File: config.mk
export PLATFORM = sky130hd
export DESIGN_NAME = timer_display
export DESIGN_NICKNAME = d
export VERILOG_FILES = /design/src/rtl/display_pkg.sv /design/src/rtl/bcd_to_seg.sv /design/src/rtl/timer_display.sv
export SDC_FILE = /design/constraint.sdc
export NUM_CORES = 1
export LEC_CHECK = 0
export ABC_AREA = 1
export CAP_MARGIN = 10
export CORE_ASPECT_RATIO = 0.5
export CORE_MARGIN = 2
export CORE_UTILIZATION = 40
export CTS_BUF_LIST = sky130_fd_sc_hd__clkbuf_8
export DETAILED_ROUTE_END_ITERATION = 8
export SLEW_MARGIN = 15
export SYNTH_ARGS = -nofsm -noshare
export SYNTH_HDL_FRONTEND = slang
export SYNTH_HIERARCHICAL = 1
export SYNTH_SLANG_ARGS = --single-unit
File: constraint.sdc
create_clock -name clk -period 2.5 [get_ports clk]
set_clock_uncertainty 0.05 [all_clocks]
set_input_delay 0.75 -clock clk [delete_from_list [all_inputs] [get_ports clk]]
set_output_delay 0.75 -clock clk [all_outputs]
set_load 0.03 [all_outputs]
File: src/rtl/display_pkg.sv
// Shared constants for the seven-segment display path.
// Segment patterns are active-low, bit order {g,f,e,d,c,b,a}.
package display_pkg;

    localparam logic [6:0] SEG_0     = 7'b1000000;
    localparam logic [6:0] SEG_1     = 7'b1111001;
    localparam logic [6:0] SEG_2     = 7'b0100100;
    localparam logic [6:0] SEG_3     = 7'b0110000;
    localparam logic [6:0] SEG_4     = 7'b0011001;
    localparam logic [6:0] SEG_5     = 7'b0010010;
    localparam logic [6:0] SEG_6     = 7'b0000010;
    localparam logic [6:0] SEG_7     = 7'b1111000;
    localparam logic [6:0] SEG_8     = 7'b0000000;
    localparam logic [6:0] SEG_9     = 7'b0010000;
    localparam logic [6:0] SEG_DASH  = 7'b0111111;
    localparam logic [6:0] SEG_BLANK = 7'b1111111;

    // Scan slot index; slot N drives anode an[N]
    localparam logic [1:0] DIG_SEC_ONES   = 2'd0;
    localparam logic [1:0] DIG_SEC_TENS   = 2'd1;
    localparam logic [1:0] DIG_SCORE_ONES = 2'd2;
    localparam logic [1:0] DIG_SCORE_TENS = 2'd3;

endpackage

File: src/rtl/bcd_to_seg.sv
// Combinational BCD to seven-segment decoder (active-low segments).
// Non-BCD codes 10..15 decode to a dash so bad data is visible on the board.
module bcd_to_seg
    import display_pkg::*;
(
    input  logic [3:0] i_bcd,
    output logic [6:0] o_seg
);

    // Digit lookup with dash fallback for invalid codes
    always_comb begin
        o_seg = SEG_DASH;
        case (i_bcd)
            4'd0:    o_seg = SEG_0;
            4'd1:    o_seg = SEG_1;
            4'd2:    o_seg = SEG_2;
            4'd3:    o_seg = SEG_3;
            4'd4:    o_seg = SEG_4;
            4'd5:    o_seg = SEG_5;
            4'd6:    o_seg = SEG_6;
            4'd7:    o_seg = SEG_7;
            4'd8:    o_seg = SEG_8;
            4'd9:    o_seg = SEG_9;
            default: o_seg = SEG_DASH;
        endcase
    end

endmodule

File: src/rtl/timer_display.sv
// Four-digit multiplexed seven-segment driver for score and countdown timer.
// Timer-domain inputs (sec_tens, sec_ones, end_game) are synchronised and
// only captured once stable, then scanned with the score digits.
// Optional build macro: TIMER_DISPLAY_LZ_BLANK_EN blanks leading zeros on the
// score tens and timer tens digits.
module timer_display
    import display_pkg::*;
#(
    parameter int REFRESH_DIV = 100000,
    parameter int BLINK_DIV   = 25000000
) (
    input  logic       clk,
    input  logic       rst_n,
    input  logic [3:0] sec_tens,
    input  logic [3:0] sec_ones,
    input  logic       end_game,
    input  logic       pause,
    input  logic [3:0] score_tens,
    input  logic [3:0] score_ones,
    output logic [3:0] an,
    output logic [6:0] seg,
    output logic       dp
);

    localparam int RW = (REFRESH_DIV > 1) ? $clog2(REFRESH_DIV) : 1;
    localparam int BW = (BLINK_DIV > 1) ? $clog2(BLINK_DIV) : 1;
    localparam logic [RW-1:0] REFRESH_LAST = RW'(REFRESH_DIV - 1);
    localparam logic [BW-1:0] BLINK_LAST   = BW'(BLINK_DIV - 1);

    // Timer bundle layout: {end_game, sec_tens, sec_ones}
    logic [8:0]    r_sync1;
    logic [8:0]    r_sync2;
    logic [8:0]    r_cap;
    logic          r_end_prev;
    logic [RW-1:0] r_refresh_cnt;
    logic [1:0]    r_digit_sel;
    logic [BW-1:0] r_blink_cnt;
    logic          r_blink_on;
    logic [3:0]    r_an;
    logic [6:0]    r_seg;
    logic          r_dp;

    logic [3:0]    w_cap_ones;
    logic [3:0]    w_cap_tens;
    logic          w_cap_end;
    logic          w_stable;
    logic [3:0]    w_digit;
    logic [6:0]    w_dec_seg;
    logic [3:0]    w_an_nxt;
    logic [6:0]    w_seg_nxt;
    logic          w_dp_nxt;

    assign w_cap_ones = r_cap[3:0];
    assign w_cap_tens = r_cap[7:4];
    assign w_cap_end  = r_cap[8];

    // Stage 2 is known stable when the value about to enter it matches it,
    // i.e. stage 2 holds the same word on two consecutive cycles.
    assign w_stable = (r_sync1 == r_sync2);

    // Two-flop synchroniser plus stability-gated capture of the timer word
    always_ff @(posedge clk or negedge rst_n) begin
        if (!rst_n) begin
            r_sync1 <= '0;
            r_sync2 <= '0;
            r_cap   <= '0;
        end else begin
            r_sync1 <= {end_game, sec_tens, sec_ones};
            r_sync2 <= r_sync1;
            if (w_stable) begin
                r_cap <= r_sync2;
            end
        end
    end

    // Slot timer and digit selector: advance one slot every REFRESH_DIV cycles
    always_ff @(posedge clk or negedge rst_n) begin
        if (!rst_n) begin
            r_refresh_cnt <= '0;
            r_digit_sel   <= DIG_SEC_ONES;
        end else if (r_refresh_cnt == REFRESH_LAST) begin
            r_refresh_cnt <= '0;
            r_digit_sel   <= r_digit_sel + 2'd1;
        end else begin
            r_refresh_cnt <= r_refresh_cnt + RW'(1);
        end
    end

    // Blink phase: held visible until game end, restarted visible on its rising edge
    always_ff @(posedge clk or negedge rst_n) begin
        if (!rst_n) begin
            r_end_prev  <= 1'b0;
            r_blink_cnt <= '0;
            r_blink_on  <= 1'b1;
        end else begin
            r_end_prev <= w_cap_end;
            if (!w_cap_end) begin
                r_blink_cnt <= '0;
                r_blink_on  <= 1'b1;
            end else if (!r_end_prev) begin
                r_blink_cnt <= '0;
                r_blink_on  <= 1'b1;
            end else if (r_blink_cnt == BLINK_LAST) begin
                r_blink_cnt <= '0;
                r_blink_on  <= ~r_blink_on;
            end else begin
                r_blink_cnt <= r_blink_cnt + BW'(1);
            end
        end
    end

    // Select the digit value for the active slot
    always_comb begin
        w_digit = w_cap_ones;
        case (r_digit_sel)
            DIG_SEC_ONES:   w_digit = w_cap_ones;
            DIG_SEC_TENS:   w_digit = w_cap_tens;
            DIG_SCORE_ONES: w_digit = score_ones;
            DIG_SCORE_TENS: w_digit = score_tens;
            default:        w_digit = w_cap_ones;
        endcase
    end

    bcd_to_seg u_dec (
        .i_bcd (w_digit),
        .o_seg (w_dec_seg)
    );

    // Next output word: anode one-hot-low, blanking and pause separator
    always_comb begin
        w_an_nxt  = ~(4'b0001 << r_digit_sel);
        w_seg_nxt = w_dec_seg;
        w_dp_nxt  = ~((r_digit_sel == DIG_SCORE_ONES) && pause);
`ifdef TIMER_DISPLAY_LZ_BLANK_EN
        if ((r_digit_sel == DIG_SCORE_TENS) && (score_tens == 4'd0)) begin
            w_seg_nxt = SEG_BLANK;
        end
        if ((r_digit_sel == DIG_SEC_TENS) && (w_cap_tens == 4'd0)) begin
            w_seg_nxt = SEG_BLANK;
        end
`endif
        // Timer slots go fully dark in the off half of the blink
        if (((r_digit_sel == DIG_SEC_ONES) || (r_digit_sel == DIG_SEC_TENS)) && !r_blink_on) begin
            w_an_nxt  = 4'b1111;
            w_seg_nxt = SEG_BLANK;
        end
    end

    // Registered outputs so anode, segments and dp switch together
    always_ff @(posedge clk or negedge rst_n) begin
        if (!rst_n) begin
            r_an  <= 4'b1111;
            r_seg <= SEG_BLANK;
            r_dp  <= 1'b1;
        end else begin
            r_an  <= w_an_nxt;
            r_seg <= w_seg_nxt;
            r_dp  <= w_dp_nxt;
        end
    end

    assign an  = r_an;
    assign seg = r_seg;
    assign dp  = r_dp;

endmodule

* Word-level counts from Yosys, hierarchy flattened
Memories as Yosys holds them, arrays and structs flattened. Cells that the tools add are included.
Word-level totals: flip-flop bits (word level) 85, ROM bits 112, logic and storage cells 41, memories kept 1
Memory list:
- (name not given) | words 16, bits a word 7, rd ports 1, clocked after memory_dff 0, write ports 0, line bcd_to_seg.sv:13 | case (i_bcd)
Cells by class: $add $sub $neg 3, eq/ne operators 7, shift-type cells 1, mux-type cells 10, bitwise operators 3, reductions and logical operators 5
Operators by type and width (count):
- 25-bit two-way mux | 3
- 25-bit by 1-bit adder with 25-bit output, second input constant | 1
- 25-bit == test, second input constant | 1
- 17-bit by 1-bit adder with 17-bit output, second input constant | 1
- 17-bit == test, second input constant | 1
- 17-bit two-way mux | 1
- 4-bit one-hot mux with 4 select lines | 1
- 9-bit == test | 1
- 7-bit two-way mux | 1
- 2-bit == test, second input constant | 2
- 4-bit two-way mux | 1
- 4-bit inverter | 1
- 1-bit by 2-bit << shifter with 4-bit output, first input constant | 1
- 1-bit two-way mux | 3
- 3-bit by 2-bit inequality test with 1-bit output, second input constant | 1
- 2-bit by 1-bit adder with 2-bit output, second input constant | 1
- 2-bit by 1-bit == test with 1-bit output, second input constant | 1
- 1-bit logical AND | 2
- 2-bit logical NOT | 1
- 1-bit inverter | 2
- 1-bit logical NOT | 1
- 1-bit logical OR | 1

* Longest topological paths before layout
Gate-level depths: netlist (run 1).
depth in word-level cells 4, gate-level depth with buffers 14, mapped depth without buffers 14

* By module
Netlist (run 1), hierarchy kept.
Modules (own cells, without submodules):
- timer_display | instances 1, cells an instance 467, area each 4007.6 um^2
- bcd_to_seg | instances 1, cells an instance 35, area each 186.4 um^2

* Worst setup path after synthesis (run 1)
OpenSTA, ideal clock, no wires.
path type input-to-reg, start point in score_ones[1], end point reg r_seg[3], in the netlist seg[3], library setup time 0.095 ns, arrival time 1.970 ns, required time 2.355 ns, setup slack 0.385 ns, cell stages on the path 11, buffers on the path 0, cells stage by stage nand2_1 -> nand2_1 -> a21oi_1 -> o21ai_0 -> inv_1 -> ha_1 -> nand2_1 -> nand3_1 -> nand2_1 -> inv_1 -> nand2_1
On the way: word-level cells in the longest chain between the ends 3
Ends and longest elaborated chain:
- start: declaration | line timer_display.sv:19 | input logic [3:0] score_ones,
- 4-bit one-hot mux with 4 select lines | line timer_display.sv:115 | case (r_digit_sel)
- named net w_digit[1] | line timer_display.sv:47 | logic [3:0] w_digit;
- memory read 16 x 7 bit
- named net w_dec_seg[3] | line timer_display.sv:48 | logic [6:0] w_dec_seg;
- 7-bit two-way mux | line timer_display.sv:143 | if (((r_digit_sel == DIG_SEC_ONES) || (r_digit_sel == DIG_SEC_TENS)) && !r_blink_on) begin
- named net w_seg_nxt[3] | line timer_display.sv:50 | logic [6:0] w_seg_nxt;
- end signal: assignment | line timer_display.sv:157 | r_seg <= w_seg_nxt;
- end: declaration | line timer_display.sv:40 | logic [6:0] r_seg;
The timed path passes the listed nets, and every way through them passes these cells. A chain may end at the register's enable or synchronous reset.

* Worst setup path after layout (run 1)
start point reg r_an[1], in the netlist an[1], end point out an[1]
RTL lines:
- start: declaration | line timer_display.sv:39 | logic [3:0] r_an;
- start signal: assignment | line timer_display.sv:156 | r_an <= w_an_nxt;
- end: declaration | line timer_display.sv:20 | output logic [3:0] an,
No word-level cell between the ends.

==> summary.md, run 1 <==
| Metric | Value |
|---|---|
| Origin of the critical flop-to-flop path | `r_digit_sel[0]$_DFFE_PN0N_` |
| Final setup margin | `0.129 ns` |
| DRT Wirelength | `8.01 mm` |
| Die area | `11400 sq um` |
| Slew HR | `60.6%` |
| Vias per cell | `4.48` |
| Critical Path End Type | `primary output` |
| Max Buffers Root-to-Sink | `2` |
| First-iteration detailed-routing DRC count | `148` |
| Setup TNS | `0 ns` |
| CTS root buf | `clkbuf_8` |
| Final hold violations | `0` |
| Clk Latency, worst-skew pair | `0.37 ns` |
| FF-to-FF path depth | `13` |
| Max Slew Vio Count | `0` |
| Final #Nets | `580` |
| Pin count of the biggest net entering global routing | `39` |
| N_diodes | `0` |
| # DRC | `0` |
| Crit. Startpoint | `an[1]$_DFF_PN1_` |
| DR WL met2 | `3.49 mm` |
| Worst EP arrival | `1.57 ns` |
| Core ar. | `10200 sq um` |
| Hold Buf Count CTS | `0` |
| 1st-pass router iterations | `4` |
| Crit-path slowest cell | `clkdlybuf4s50_1` |
| Final setup violation count | `0` |
| HP Class | `in2async` |
| Mapped cell area | `4190 sq um` |
| Die Span Y | `76.4 um` |
| Tot GR Track Use | `15.9%` |
| CP peak stage delay | `0.67 ns` |
| Placed cells | `678` |
| Initial antenna violation count | `0` |
| Maximum vdd ir drop | `316 uV` |
| WP buf/inv | `1` |
| CP max FO | `1` |
| Htree depth | `3` |
| Status | `finished, final reports clean` |
| Reg clk slew, reported paths | `0.09 ns` |
| Max-Cap Viols | `0` |
| Register bit total from synthesis | `85` |
| DPL Wire Length | `5.87 mm` |
| Crit-path cells | `clkdlybuf4s50_1` |
| Top-level I/O count | `32` |
| CTS tree | `yes` |
| CP Class | `reg2out` |
| Synth unique cells | `29` |
| Routed met1 length | `4.12 mm` |
| # clock sinks | `85` |
| Post-CTS Setup Repair Bufs | `0` |
| RSZ-0062 raised after global routing | `no` |
| First-pass GRT wire length | `14.3 mm` |
| Max Clk Rate | `422 MHz` |
| Grt ovf | `0` |
| Area Growth Syn to Fin | `16.9%` |
| Gp weighted congestion | `0.861` |
| Row Count | `26` |
| DRT antenna net count | `0` |
| Yosys warnings | `6` |
| Commonest non-fill, non-tap cell in the layout | `nand2_1` |
| Max layer used | `met4` |
| Num CTS Buffers | `9` |
| Worst R2R Setup Slack | `0.43 ns` |
| Pwr/cell area | `556 nW/um^2` |
| IO Port Bufs | `31` |
| Worst path required time | `1.70 ns` |
| Post_cts resized | `0` |
| Final core utilization | `48.0%` |
| Most frequent cells in the layout | `nand2_1 (158), dfrtp_1 (72), nor2_1 (65), inv_1 (58), clkdlybuf4s50_1 (30)` |
| Mapped Cells | `502` |
| Family with the most delay on the worst path | `buffers and inverters` |
| Synthesized area per cell | `8.35 sq um` |
| Worst hold margin | `0.202 ns` |
| Finished Layout Cells | `694` |
| Post-layout min period | `2.37 ns` |
| Worst Tran Pin Value | `0.588 ns` |
| Drt wl/cell | `11.5 um` |
| Vias in the first global route | `3048` |
| Post-synthesis net count | `533` |
| Initial core utilization | `41.1%` |
| Layout cells sized above 1 | `14.4%` |
| Crit start category | `register` |
| Die W | `149 um` |
| Period Utilization, post-route | `94.8%` |
| LEAKAGE | `2.25 nW` |
| Met3 wire len | `336 um` |
| Seq/Total Area, Yosys | `51.1%` |
| Setup WS pre-CTS | `0.0366 ns` |
| Reg2reg end | `seg[3]$_DFF_PN1_` |
| Via count | `3107` |
## how the worst max path moves through the flow
stage                             to  slack [ns]  depth (start not counted)
floorplan           seg[3]$_DFF_PN1_        0.39                         11
global placement    seg[3]$_DFF_PN1_        0.07                         12
detailed placement  seg[3]$_DFF_PN1_        0.04                         12
CTS                            an[1]        0.09                          1
global route                   an[1]        0.06                          1
finish                         an[1]        0.13                          1
## area by class of cell
| type | count | area [sq um] |
|---|---|---|
| inverters | 62 | 238 |
| fillers | 1009 | 5310 |
| clock inverters | 7 | 66.3 |
| flip-flops and latches | 85 | 2140 |
| clock buffers | 9 | 124 |
| repair buffers | 39 | 380 |
| multi-input cells | 352 | 1780 |
| well taps | 140 | 175 |
## report_power, final
part           switching (mW)  internal [mW]
clock network           0.562          0.389
logic                   0.173          0.127
registers              0.0288           1.45
## kinds of logic after synthesis
| kind of cell | Yosys count | synth area share, % |
|---|---|---|
| compound gates | 17 | 2.24 |
| xor+xnor | 26 | 5.43 |
| fa+ha+maj | 11 | 3.28 |
| buf+inv | 65 | 6.50 |
| flops | 85 | 51.1 |
| simple gates | 298 | 31.4 |
## sequential cells by signal, indices dropped and copies added, names as in the netlist
signal / count
an: 4
r_sync1: 9
r_digit_sel: 2
dp: 1
seg: 7
r_cap: 9
r_blink_cnt: 25
r_blink_on: 1
r_refresh_cnt: 17
r_sync2: 9
r_end_prev: 1
## layer usage
layer  track usage, %  vias to the layer above
li1                 -                     1625
met1             22.6                     1436
met2             23.6                       42
met3             4.31                        4
met4             5.14                        0
met5                0                        -
## Yosys cell counts
| master | number | area [sq um] |
|---|---|---|
| clkbuf_1 | 1 | 3.75 |
| nor2_2 | 18 | 113 |
| o21ai_1 | 2 | 10.0 |
| and2_1 | 1 | 6.26 |
| dfrtp_1 | 72 | 1800 |
| xnor2_1 | 9 | 78.8 |
| nand4_1 | 4 | 25.0 |
| buf_12 | 1 | 20.0 |
| ha_1 | 11 | 138 |
| nand3_1 | 29 | 145 |
| o21ai_2 | 1 | 8.76 |
| o21bai_1 | 2 | 15.0 |
| a21oi_1 | 7 | 35.0 |
| nand2_1 | 158 | 593 |
| nor3_1 | 3 | 15.0 |
| inv_2 | 3 | 11.3 |
| nor4_2 | 1 | 12.5 |
| buf_6 | 1 | 11.3 |
| nor2_4 | 6 | 67.6 |
| o21ai_0 | 5 | 25.0 |
| nand3_2 | 4 | 40.0 |
| nand2_2 | 6 | 37.5 |
| xor2_1 | 17 | 149 |
| inv_1 | 58 | 218 |
| nor2_1 | 65 | 244 |
| inv_6 | 1 | 8.76 |
| dfstp_2 | 13 | 342 |
| nand3b_1 | 1 | 7.51 |
| or2_2 | 2 | 12.5 |
## stage by stage
| step | area [sq um] | power, mW |
|---|---|---|
| 2_1_floorplan | 4190 | 1.66 |
| 3_3_place_gp | 4710 | 1.80 |
| 3_5_place_dp | 4710 | 1.81 |
| 4_1_cts | 4900 | 2.78 |
| 5_1_grt | 4900 | 2.88 |
| 6_report | 4900 | 2.73 |
Note: power is estimated with default switching activity, not from simulation.
==> run 2: changes to the inputs <==
- CORE_UTILIZATION: 40 -> 25
==> summary.md, run 2 (same netlist as run 1, synthesis figures left out) <==
| Metric | Value |
|---|---|
| Fillers | `1719` |
| DRT antenna net count | `0` |
| Num CTS Buffers | `9` |
| Via count | `3068` |
| Reg clk slew, reported paths | `0.09 ns` |
| First-pass GRT wire length | `13.8 mm` |
| DPL Wire Length | `5.76 mm` |
| Initial antenna violation count | `0` |
| # DRC | `0` |
| CP peak stage delay | `0.68 ns` |
| Vias in the first global route | `3085` |
| Area Growth Syn to Fin | `19.8%` |
| Final setup violation count | `0` |
| Crit path depth | `1` |
| Final #Nets | `579` |
| Final hold violations | `0` |
| # clock sinks | `85` |
| Most frequent cells in the layout | `nand2_1 (158), dfrtp_1 (72), nor2_1 (65), inv_1 (59), clkdlybuf4s50_1 (30)` |
| RSZ-0062 raised after global routing | `no` |
| Biggest regs | `r_blink_cnt x25, r_refresh_cnt x17` |
| Hold Buf Count CTS | `0` |
| CP max FO | `1` |
| IO Port Bufs | `31` |
| Post-layout min period | `2.35 ns` |
| Htree depth | `3` |
| Max FFs per register | `25` |
| CTS root buf | `clkbuf_8` |
| Setup TNS | `0 ns` |
| Pin count of the biggest net entering global routing | `45` |
| Setup WS pre-CTS | `0.0479 ns` |
| Post_cts resized | `0` |
| First-iteration detailed-routing DRC count | `152` |
| Top-level I/O count | `32` |
| Die area | `17900 sq um` |
| Status | `finished, final reports clean` |
| Top reg by flops | `r_blink_cnt` |
| Drt wl/cell | `9.84 um` |
| CTS tree | `yes` |
| Core ar. | `16400 sq um` |
| Worst EP arrival | `1.55 ns` |
| Layout cells sized above 1 | `14.1%` |
| Slew HR | `63.5%` |
| LEAKAGE | `2.26 nW` |
| FF-to-FF path depth | `13` |
| Final setup margin | `0.146 ns` |
| Vias per cell | `3.93` |
| Gp weighted congestion | `0.839` |
| Die Span Y | `95.6 um` |
| Commonest non-fill, non-tap cell in the layout | `nand2_1` |
| Origin of the critical flop-to-flop path | `r_digit_sel[0]$_DFFE_PN0N_` |
| Area taken by multi-input logic gates | `1780 sq um` |
| 1st-pass router iterations | `4` |
| Tot GR Track Use | `9.55%` |
| CP Class | `reg2out` |
| Worst Tran Pin Value | `0.544 ns` |
| Max Buffers Root-to-Sink | `2` |
| Crit-path slowest cell | `clkdlybuf4s50_1` |
| Pwr/cell area | `555 nW/um^2` |
| HP Class | `in2async` |
| FF+latch area | `2140 sq um` |
| Max Clk Rate | `425 MHz` |
| Max-Cap Viols | `0` |
| Die W | `187 um` |
| Crit. Startpoint | `an[1]$_DFF_PN1_` |
| Clk Latency, worst-skew pair | `0.36 ns` |
| Period Utilization, post-route | `94.2%` |
| Row Count | `33` |
| Maximum vdd ir drop | `218 uV` |
| N_diodes | `0` |
| Family with the most delay on the worst path | `buffers and inverters` |
| Grt ovf | `0` |
| Post-CTS Setup Repair Bufs | `0` |
| Crit-path cells | `clkdlybuf4s50_1` |
| Critical Path End Type | `primary output` |
| Crit start category | `register` |
| DRT Wirelength | `7.68 mm` |
| WP buf/inv | `1` |
| Max Slew Vio Count | `0` |
| Initial core utilization | `25.6%` |
| Worst path required time | `1.70 ns` |
## run 2: changes by cell type in the layout (fill, tap and decap cells not counted), sizes merged
cell      change
buf           -1
bufinv        +1
clkbuf        +2
clkinv        -1
clkinvlp      +1
inv           -3
## run 2: metal layers
metal	routed length (um)	global-route usage, %	up-vias
li1	-	-	1629
met1	3770	11.5	1393
met2	3480	16.5	32
met3	247	2.36	14
met4	183	4.30	0
met5	0	0	-
## run 2: where the power goes
part | switching, mW | total, mW | internal, mW
registers | 0.0271 | 1.48 | 1.45
logic | 0.167 | 0.293 | 0.126
clock network | 0.505 | 1.02 | 0.518
## run 2: through the flow
step | cell area (sq um) | cells | power (mW) | utilization, % | hold WS, ns
2_1_floorplan | 4190 | 502 | 1.66 | - | 0.304
3_3_place_gp | 4820 | 764 | 1.80 | 29.4 | 0.312
3_5_place_dp | 4820 | 764 | 1.80 | 29.4 | 0.323
4_1_cts | 5030 | 780 | 2.84 | 30.7 | 0.228
5_1_grt | 5030 | 780 | 2.93 | 30.7 | 0.237
6_report | 5030 | 780 | 2.79 | 30.7 | 0.228
## run 2: cell type report
| type | instances | share of cell area, % |
|---|---|---|
| Multi-Input combinational cell | 352 | 35.4 |
| Clock inverter | 5 | 1.17 |
| Timing Repair Buffer | 38 | 7.42 |
| Inverter | 62 | 4.73 |
| Tap cell | 227 | 5.65 |
| Clock buffer | 11 | 3.01 |
| Sequential cell | 85 | 42.6 |
## run 2: path summary, 6_finish.rpt
kind	endpoint	slack [ns]
max	an[1]	0.15
min	r_blink_cnt[12]$_DFF_PN0_	0.23
max reg2reg	seg[3]$_DFF_PN1_	0.48
min reg2reg	r_sync2[2]$_DFF_PN0_	0.34
max in group asynchronous	an[1]$_DFF_PN1_	1.54
min in group clk	r_sync2[2]$_DFF_PN0_	0.34
==> run 3: changes to the inputs <==
- GPL_TIMING_DRIVEN: default -> 0
- PLACE_DENSITY: default -> 0.53
==> summary.md, run 3 (same netlist as run 1, synthesis figures left out) <==
| Metric | Value |
|---|---|
| Status | `finished, final reports clean` |
| Fillers | `1745` |
| Pwr/cell area | `563 nW/um^2` |
| Max Clk Rate | `427 MHz` |
| First-iteration detailed-routing DRC count | `134` |
| N_diodes | `0` |
| CP max FO | `1` |
| Family with the most delay on the worst path | `buffers and inverters` |
| DRT Wirelength | `7.99 mm` |
| Htree depth | `3` |
| WP buf/inv | `1` |
| Max Slew Vio Count | `0` |
| Final hold violations | `0` |
| Maximum vdd ir drop | `202 uV` |
| Via count | `3085` |
| Clk Latency, worst-skew pair | `0.36 ns` |
| DRT antenna net count | `0` |
| # clock sinks | `85` |
| RSZ-0062 raised after global routing | `no` |
| HP Class | `reg2reg` |
| Core ar. | `16400 sq um` |
| Overall power | `2.83 mW` |
| CTS root buf | `clkbuf_8` |
| # DRC | `0` |
| Post-layout min period | `2.34 ns` |
| Initial antenna violation count | `0` |
| Die Span Y | `95.6 um` |
| Origin of the critical flop-to-flop path | `r_digit_sel[0]$_DFFE_PN0N_` |
| CP peak stage delay | `0.66 ns` |
| Grt ovf | `0` |
| CP Class | `reg2out` |
| Final core utilization | `30.6%` |
| Layout cells sized above 1 | `13.3%` |
| Worst R2R Setup Slack | `0.26 ns` |
| Reg clk slew, reported paths | `0.08 ns` |
| Hold Buf Count CTS | `0` |
| Hold Path Stages | `0` |
| Pin count of the biggest net entering global routing | `55` |
| CTS tree | `yes` |
| Drt wl/cell | `10.3 um` |
| DPL Wire Length | `5.98 mm` |
| First-pass GRT wire length | `14.1 mm` |
| Worst path required time | `1.70 ns` |
| Biggest regs | `r_blink_cnt x25, r_refresh_cnt x17` |
| Vias per cell | `3.98` |
| Most frequent cells in the layout | `nand2_1 (158), dfrtp_1 (72), nor2_1 (65), inv_1 (61), clkdlybuf4s50_1 (30)` |
| Crit-path slowest cell | `clkdlybuf4s50_1` |
| Commonest non-fill, non-tap cell in the layout | `nand2_1` |
| FF-to-FF path depth | `13` |
| Max-Cap Viols | `0` |
| 1st-pass router iterations | `4` |
| Final #Nets | `575` |
| Worst EP arrival | `1.54 ns` |
| Crit start category | `register` |
| Row Count | `33` |
| Hold Crit Start | `r_sync1[2]$_DFF_PN0_` |
| Vias in the first global route | `3062` |
| Num CTS Buffers | `9` |
| Die W | `187 um` |
| Top reg by flops | `r_blink_cnt` |
| Final setup violation count | `0` |
| Reg2reg end | `seg[3]$_DFF_PN1_` |
| Worst Hold End | `r_sync2[2]$_DFF_PN0_` |
| Initial core utilization | `25.6%` |
| Critical Path End Type | `primary output` |
| Gp weighted congestion | `0.808` |
| Max Buffers Root-to-Sink | `2` |
| Worst Tran Pin Value | `0.674 ns` |
| Top-level I/O count | `32` |
| Area Growth Syn to Fin | `19.8%` |
| Die area | `17900 sq um` |
| Crit-path cells | `clkdlybuf4s50_1` |
| Period Utilization, post-route | `93.8%` |
| IO Port Bufs | `31` |
| LEAKAGE | `2.26 nW` |
| Max FFs per register | `25` |
| Setup TNS | `0 ns` |
| Tot GR Track Use | `9.80%` |
| Slew HR | `55.1%` |
run 3: how the worst max path moves through the flow:
stage / from / endpoint / slack [ns] / cells past startpoint
2_1_floorplan: score_ones[1] / seg[3]$_DFF_PN1_ / 0.39 / 11
3_3_place_gp: rst_n / r_sync1[5]$_DFF_PN0_ / -2.50 / 1
3_5_place_dp: score_ones[1] / seg[3]$_DFF_PN1_ / -0.34 / 12
4_1_cts: r_digit_sel[0]$_DFFE_PN0N_ / seg[3]$_DFF_PN1_ / 0.06 / 13
5_1_grt: r_digit_sel[0]$_DFFE_PN0N_ / seg[3]$_DFF_PN1_ / 0.04 / 13
6_report: an[1]$_DFF_PN1_ / an[1] / 0.16 / 1
run 3: cell type report:
type / instances / area, sq um / share of cell area, %
Inverter: 62 / 238 / 4.73
Buffer: 2 / 31.3 / 0.623
Multi-Input combinational cell: 352 / 1780 / 35.5
Clock buffer: 10 / 138 / 2.74
Sequential cell: 85 / 2140 / 42.7
Clock inverter: 6 / 80.1 / 1.59
Tap cell: 227 / 284 / 5.65
Timing Repair Buffer: 32 / 328 / 6.53
run 3: timing repair:
item | in CTS | in global routing
resized for setup | 1 | 3
setup endpoints to repair | 1 | 7
setup buffers | 0 | 0
run 3: metrics by stage:
| stage | instance area [sq um] | cells | worst slack, ns | hold WS [ns] |
|---|---|---|---|---|
| 2_1_floorplan | 4190 | 502 | 0.385 | 0.304 |
| 3_3_place_gp | 4790 | 760 | -2.50 | 0.316 |
| 3_5_place_dp | 4810 | 761 | -0.342 | 0.320 |
| 4_1_cts | 5020 | 777 | 0.0587 | 0.339 |
| 5_1_grt | 5020 | 776 | 0.0356 | 0.343 |
| 6_report | 5020 | 776 | 0.156 | 0.332 |
run 3: where the power goes:
group	internal, mW	switching, mW
combinational	0.118	0.170
sequential	1.45	0.0292
clock	0.583	0.481
run 3: metal layers:
layer / part of all wire, % / wire, um / vias up / GRT usage, %
li1: - / - / 1616 / -
met1: 51 / 4040 / 1430 / 12.6
met2: 46 / 3650 / 34 / 16.2
met3: 3.1 / 244 / 5 / 2.76
met4: 0.76 / 61 / 0 / 2.98
met5: 0 / 0 / - / 0
